===== config.mk =====
export PLATFORM = sky130hd
export DESIGN_NAME = spi_master_seq
export DESIGN_NICKNAME = d
export VERILOG_FILES = /design/src/rtl/spi_master_seq.sv
export SDC_FILE = /design/constraint.sdc
export NUM_CORES = 1
export LEC_CHECK = 0
export CELL_PAD_IN_SITES_DETAIL_PLACEMENT = 0
export CELL_PAD_IN_SITES_GLOBAL_PLACEMENT = 1
export CORE_UTILIZATION = 43
export CTS_CLUSTER_DIAMETER = 60
export DETAILED_ROUTE_END_ITERATION = 10
export PLACE_DENSITY_LB_ADDON = 0.1
export SLEW_MARGIN = 0
export SYNTH_ARGS = -nofsm -noshare
export SYNTH_HDL_FRONTEND = slang
export SYNTH_SLANG_ARGS = --single-unit

===== constraint.sdc =====
create_clock -name clk -period 3.1 [get_ports clk]
set_input_delay 0.465 -clock clk [delete_from_list [all_inputs] [get_ports clk]]
set_output_delay 0.465 -clock clk [all_outputs]
set_load 0.1 [all_outputs]

===== src/rtl/spi_master_seq.sv =====
// spi_master_seq: memory-style SPI master issuing two 11-bit frames per request,
// with an optional turnaround and 8-bit MISO capture for reads.
module spi_master_seq #(
  parameter int GAP_CYC  = 2,
  parameter int TURN_CYC = 2
) (
  input  logic       clk,
  input  logic       rst,
  input  logic       req_valid,
  input  logic       req_rw,
  input  logic [7:0] req_addr,
  input  logic [7:0] req_wdata,
  output logic       req_ready,
  output logic       done,
  output logic       rd_valid,
  output logic [7:0] rd_data,
  output logic       SS_n,
  output logic       MOSI,
  input  logic       MISO
);
  typedef enum logic [2:0] {IDLE, SHIFT1, GAP1, SHIFT2, TURN, CAPTURE, GAP2} state_t;
  localparam logic [3:0] GAP_LAST  = 4'(GAP_CYC - 1);
  localparam logic [3:0] TURN_LAST = 4'(TURN_CYC - 1);
  state_t state_q, state_d;
  logic [3:0] bit_cnt_q, bit_cnt_d, gap_cnt_q, gap_cnt_d;
  logic rw_q, rw_d, ready_q, ready_d, done_q, done_d, rd_valid_q, rd_valid_d;
  logic ss_n_q, ss_n_d, mosi_q, mosi_d, acc, stay;
  logic [7:0] addr_q, addr_d, wdata_q, wdata_d, cap_q, cap_d, rd_data_q, rd_data_d;
  logic [10:0] f1, f2;
  always_comb begin
    acc = req_valid & ready_q;
    state_d = state_q;
    unique case (state_q)
      IDLE:    state_d = acc ? SHIFT1 : IDLE;
      SHIFT1:  state_d = bit_cnt_q == 4'd10 ? GAP1 : SHIFT1;
      GAP1:    state_d = gap_cnt_q == GAP_LAST ? SHIFT2 : GAP1;
      SHIFT2:  state_d = bit_cnt_q != 4'd10 ? SHIFT2 : !rw_q ? GAP2 : TURN_CYC == 0 ? CAPTURE : TURN;
      TURN:    state_d = gap_cnt_q == TURN_LAST ? CAPTURE : TURN;
      CAPTURE: state_d = bit_cnt_q == 4'd7 ? GAP2 : CAPTURE;
      GAP2:    state_d = gap_cnt_q == GAP_LAST ? IDLE : GAP2;
      default: state_d = IDLE;
    endcase
    stay = state_d == state_q;
    bit_cnt_d = stay && state_q inside {SHIFT1, SHIFT2, CAPTURE} ? bit_cnt_q + 4'd1 : 4'd0;
    gap_cnt_d = stay && state_q inside {GAP1, TURN, GAP2} ? gap_cnt_q + 4'd1 : 4'd0;
    rw_d    = acc ? req_rw : rw_q;
    addr_d  = acc ? req_addr : addr_q;
    wdata_d = acc ? req_wdata : wdata_q;
    // frame layout {payload, cmd[1], cmd[0], cmd[1]} so bit index equals wire order
    f1 = {addr_d, rw_d, 1'b0, rw_d};
    f2 = {rw_q ? 8'h00 : wdata_q, rw_q, 1'b1, rw_q};
    mosi_d = state_d == SHIFT1 ? f1[bit_cnt_d] : state_d == SHIFT2 ? f2[bit_cnt_d] : 1'b0;
    ss_n_d = state_d inside {IDLE, GAP1, GAP2};
    ready_d = state_d == IDLE;
    done_d = state_d == GAP2 && state_q != GAP2;
    rd_valid_d = state_q == CAPTURE && state_d == GAP2;
    cap_d = state_q == CAPTURE ? {MISO, cap_q[7:1]} : cap_q;
    rd_data_d = rd_valid_d ? cap_d : rd_data_q;
  end
  always_ff @(posedge clk or posedge rst) begin
    if (rst) begin
      state_q <= IDLE;
      bit_cnt_q <= '0;
      gap_cnt_q <= '0;
      rw_q <= 1'b0;
      addr_q <= '0;
      wdata_q <= '0;
      cap_q <= '0;
      rd_data_q <= '0;
      ready_q <= 1'b0;
      done_q <= 1'b0;
      rd_valid_q <= 1'b0;
      ss_n_q <= 1'b1;
      mosi_q <= 1'b0;
    end else begin
      state_q <= state_d;
      bit_cnt_q <= bit_cnt_d;
      gap_cnt_q <= gap_cnt_d;
      rw_q <= rw_d;
      addr_q <= addr_d;
      wdata_q <= wdata_d;
      cap_q <= cap_d;
      rd_data_q <= rd_data_d;
      ready_q <= ready_d;
      done_q <= done_d;
      rd_valid_q <= rd_valid_d;
      ss_n_q <= ss_n_d;
      mosi_q <= mosi_d;
    end
  end
  assign req_ready = ready_q;
  assign done = done_q;
  assign rd_valid = rd_valid_q;
  assign rd_data = rd_data_q;
  assign SS_n = ss_n_q;
  assign MOSI = mosi_q;
endmodule


# After elaboration in Yosys (flattened, before gate mapping)
# Index checks and enable logic that the tools add are counted.
# word_totals
regBits	49
# classes
n_addsub	2
order_cmp	1
eq_ne	16
muxes	21
bitwise_logic	1
reduce_logical	9
# ops
cell	count
8-bit two-way mux	3
3-bit one-hot mux with 7 select lines	1
3-bit by 2-bit equality test with 1-bit output (second input constant)	4
3-bit equality test (second input constant)	4
3-bit nonzero test	3
4-bit by 1-bit adder with 4-bit output (second input constant)	2
1-bit binary-select mux with 4-bit select	2
1-bit two-way mux	8
4-bit two-way mux	2
3-bit by 1-bit equality test with 1-bit output (second input constant)	2
3-bit logical NOT	2
2-bit two-way mux	3
3-bit two-way mux	2
4-bit by 5-bit less-than comparator with 1-bit output (second input constant)	1
4-bit by 1-bit equality test with 1-bit output (second input constant)	1
4-bit by 3-bit equality test with 1-bit output (second input constant)	1
4-bit equality test (second input constant)	1
1-bit logical AND	4
4-bit != test (second input constant)	1
3-bit equality test	1
3-bit != test (second input constant)	1
1-bit AND	1

# Longest topological paths before layout
# depth
depth_word	10
mapped_depth	10

# Worst setup path before layout
# OpenSTA, ideal clock, no wires.
# synth_path
path_kind	reg-to-reg
startpoint	register ready_q (netlist: req_ready)
endpoint	register mosi_q (netlist: MOSI)
t_arrival_ns	2.405
required_time_ns	2.970
slack_ns	0.565
stages_incl_launch_ff	7
path_buffers	0
synth_period_minus_slack_ns	2.535
path_cell_list	dfrtp_1 -> nand2_2 -> mux2_2 -> mux2_2 -> a2111o_1 -> a32oi_1 -> o211ai_1
# synth_rtl
item	line_no	source
start, declared	26	logic rw_q, rw_d, ready_q, ready_d, done_q, done_d, rd_valid_q, rd_valid_d;
start signal, assigned	84	ready_q <= ready_d;
1-bit AND	31	acc = req_valid & ready_q;
8-bit two-way mux	47	addr_d = acc ? req_addr : addr_q;
via addr_d[4]	28	logic [7:0] addr_q, addr_d, wdata_q, wdata_d, cap_q, cap_d, rd_data_q, rd_data_d;
1-bit binary-select mux with 4-bit select	52	mosi_d = state_d == SHIFT1 ? f1[bit_cnt_d] : state_d == SHIFT2 ? f2[bit_cnt_d] : 1'b0;
1-bit two-way mux (implied by the code)	52	
1-bit two-way mux	52	
via mosi_d	27	logic ss_n_q, ss_n_d, mosi_q, mosi_d, acc, stay;
end signal, assigned	88	mosi_q <= mosi_d;
end, declared	27	
# The timed path passes the listed nets, and every way through them passes these cells. The select of a mux whose other input is x is not followed.
# A chain may end at the register's enable or synchronous reset.

# Worst setup path in the final report
# layout_path
startpoint	register bit_cnt_q[0]
endpoint	register mosi_q (netlist: MOSI)
# layout_between
elab_chain_cells	10
# layout_lines
item	line_no	source
start, declared	25	logic [3:0] bit_cnt_q, bit_cnt_d, gap_cnt_q, gap_cnt_d;
start signal, assigned	77	bit_cnt_q <= bit_cnt_d;
4-bit by 3-bit equality test with 1-bit output (tied with other cells)	39	CAPTURE: state_d = bit_cnt_q == 4'd7 ? GAP2 : CAPTURE;
2-bit two-way mux (tied with other cells)	39	
3-bit one-hot mux with 7 select lines	33	unique case (state_q)
3-bit equality test	43	stay = state_d == state_q;
1-bit logical AND	44	bit_cnt_d = stay && state_q inside {SHIFT1, SHIFT2, CAPTURE} ? bit_cnt_q + 4'd1 : 4'd0;
4-bit two-way mux	44	
1-bit binary-select mux with 4-bit select	52	
1-bit two-way mux (implied by the code)	52	
1-bit two-way mux	52	
1-bit two-way mux (*)	52	
via mosi_d	27	
# Mark *: on every way through the listed nets, which the timed path passes. The rest lies on a longest branch. The select of a mux whose other input is x is not followed.

==> impl_metrics.toml <==
[power_and_ir_drop]
p_leak_nw = 1.249
power_density_nw_per_um2 = 843.6
p_total_mw = 2.273
sequentialPowerShare_pct = 40.8
max-vdd-ir-drop_v = 0.0003888
p_comb_share_pct = 39.9
clock_power_share_pct = 19.3
swShare_pct = 36.78
p_int_mw = 1.437
p_sw_mw = 0.8358

[logic_synthesis]
synth_compound_area_share_pct = 10.33
synth.avg_cell_area_um2 = 12.74
yosysTopAreaCell = "dfrtp_1"
synth_top_family_by_area = "multiplexers"
synthSimpleGateAreaFrac_pct = 11.29
synth_nets = 198
synth.area.mux_share_pct = 17.31
synth_cell_types = 47
yosysWarnings = 0
synth_area_leaders = "dfrtp_1 (53%), mux2_2 (17%), nor2_1 (2.7%)"
synth_area_um2 = 2205
async_flop_share_pct = 100.0
synth_cells = 173
synth_xor_area_share_pct = 1.589
synth_seq_area_share_pct = 54.54
synth_edf_count = 0
ys_ff_latch = 48
synth_top_area_share_pct = 53.35
synthFlopType = "dfrtp_1"
synth_fa_ha_area_share_pct = 2.270

[timing]
setup-tns-final_ns = 0
setup_slack_ns = 0.6409
fmax_ghz = 0.4067
fin_skew_ns = 0.004474
rsz0062_at_grt = "no"
setup_viol = 0
finalCriticalPeriod_ns = 2.459
tightest_slew_ns = 0.9193
finalCritPeriodShare_pct = 79.32
slew_headroom_pct = 38.33
finalMaxSlewViolations = 0
final-hold-violation-count = 0

[floorplanning]
initial_core_util_pct = 45.77
die-area_um2 = 5418
core-area_um2 = 4817
std_cell_rows = 25
die_h_um = 73.61
die_x_um = 73.61
ios = 34

[clock_tree]
cts_made_buffers = 5
cts_tree = "built"
post_cts_buffers = 0
clk_pin_slew_ns = 0.08
post_cts_resized = 0
cts_max_level = 2
postCtsHoldBufs = 0
clkLatencyLatePin_ns = 0.29
clock-sinks = 48
cts-root-buf = "clkbuf_8"
cts_max_path_buffers = 2

[global_routing]
grt_max_degree = 28
grt_pass1_vias = 1437
grt_pass1_wl_um = 6810
antenna_found_initial = 0
grt-ovfl-total = 0
grt.total_usage_pct = 17.04

[route]
wirelength_um = 4028
vias_per_cell = 5.207
wire_per_inst_um = 14.39
drtIter0Drc = 56
routed-via-count = 1458
route.detailed.drc = 0
ant_nets = 0
dr.pass1.iters = 4

[layout]
fin_cells = 280
diodes = 0
area_delta_synth_final_pct = 22.19
drive_gt1_share_pct = 31.92
fin_util_pct = 55.92
nets = 237

[placed_design]
numPortBuffers = 33
dp_hpwl_um = 3060
dp.cells = 272
place.gp.congestion = 0.7931
post-place-ws_ns = 0.5856

[worst_hold_path]
hold_path.class = "register to register"

[worst_setup_path]
cp_max_fo = 11
path_class = "register to register"
crit_arrival_ns = 2.67
end_kind = "register"
crit_required_ns = 3.31
start_kind = "register"

[job]
drv_cap = 0

[outcome]
status = "complete, no violations"
flip-flops by register name, indices dropped and copies added (netlist names):
signal     flops
SS_n           1
MOSI           1
req_ready      1
done           1
gap_cnt_q      4
cap_q          7
wdata_q        8
rw_q           1
rd_valid       1
bit_cnt_q      4
state_q        3
rd_data        8
addr_q         8
synthesized netlist by cell type, types with 3 or more instances:
| cell | count |
|---|---|
| ha_1 | 4 |
| nand2_1 | 4 |
| nor2_1 | 16 |
| o21ai_0 | 5 |
| dfrtp_1 | 47 |
| mux2_2 | 33 |
| a21oi_1 | 3 |
| nand3_1 | 3 |
| inv_1 | 9 |
power by group through the flow:
stage	clock, mW	combinational (mW)	sequential, mW
after floorplan	0	0.627	1.01
after detailed placement	0	0.912	0.943
final	0.439	0.906	0.928
after global routing	0.479	0.993	0.959
after CTS	0.450	0.918	0.930
after global placement	0	0.895	0.936
area by class of cell:
class | count | area [um2]
Inverter | 10 | 37.54
Fill cell | 428 | 2123
Sequential cell | 48 | 1202
Timing Repair Buffer | 36 | 320.3
Clock buffer | 7 | 76.32
Multi-Input combinational cell | 111 | 943.4
Tap cell | 67 | 83.83
Clock inverter | 1 | 30.03
kinds of logic (layout without fill, tap and decap cells):
family / after synthesis / after routing
compound gates: 27 / 27
mux: 34 / 34
fa+ha+maj: 4 / 4
xor+xnor: 4 / 4
simple gates: 42 / 42
flops: 48 / 48
buf+inv: 14 / 54
metal layers:
| layer | global-route usage [%] | routed length (um) | vias up |
|---|---|---|---|
| li1 | - | - | 703 |
| met1 | 21.52 | 1756 | 734 |
| met2 | 28.75 | 2127 | 19 |
| met3 | 4.390 | 119 | 2 |
| met4 | 5.128 | 25 | 0 |
| met5 | 0 | 0 | - |
worst max-delay path, cell delays in order (launching register included):
cell,delay [ns]
dfrtp_1,0.52
inv_1,0.24
ha_1,0.23
nand3b_4,0.12
or3_4,0.35
a32oi_4,0.36
a21boi_0,0.26
a32oi_1,0.13
o211ai_1,0.17
layout by cell type (no fill, tap or decap), types with 3 or more instances in the layout:
cell type,instances
dfrtp_1,47
a21oi_1,3
nand2_1,4
nand3_1,3
clkbuf_8,5
clkdlybuf4s50_1,20
mux2_2,33
nor2_1,16
ha_1,4
inv_1,8
buf_4,16
o21ai_0,5
through the flow:
stage	instance area, um2	hold slack [ns]
after floorplan	2205	0.4608
after global placement	2587	0.4726
after detailed placement	2587	0.4822
after CTS	2694	0.5027
after global routing	2694	0.5241
final	2694	0.4987
final timing paths:
path	start	to	slack [ns]	cells past startpoint
worst max-delay path	bit_cnt_q[0]$_DFF_PP0_	MOSI$_DFF_PP0_	0.64	8
worst min-delay path	gap_cnt_q[0]$_DFF_PP0_	gap_cnt_q[0]$_DFF_PP0_	0.50	1
worst max register to register	bit_cnt_q[0]$_DFF_PP0_	MOSI$_DFF_PP0_	0.64	8
worst min register to register	gap_cnt_q[0]$_DFF_PP0_	gap_cnt_q[0]$_DFF_PP0_	0.50	1
max in group asynchronous	rst	SS_n$_DFF_PP1_	1.74	3
min in group asynchronous	rst	rd_data[7]$_DFFE_PP0P_	0.56	2
Note: power is estimated with default switching activity, not from simulation.
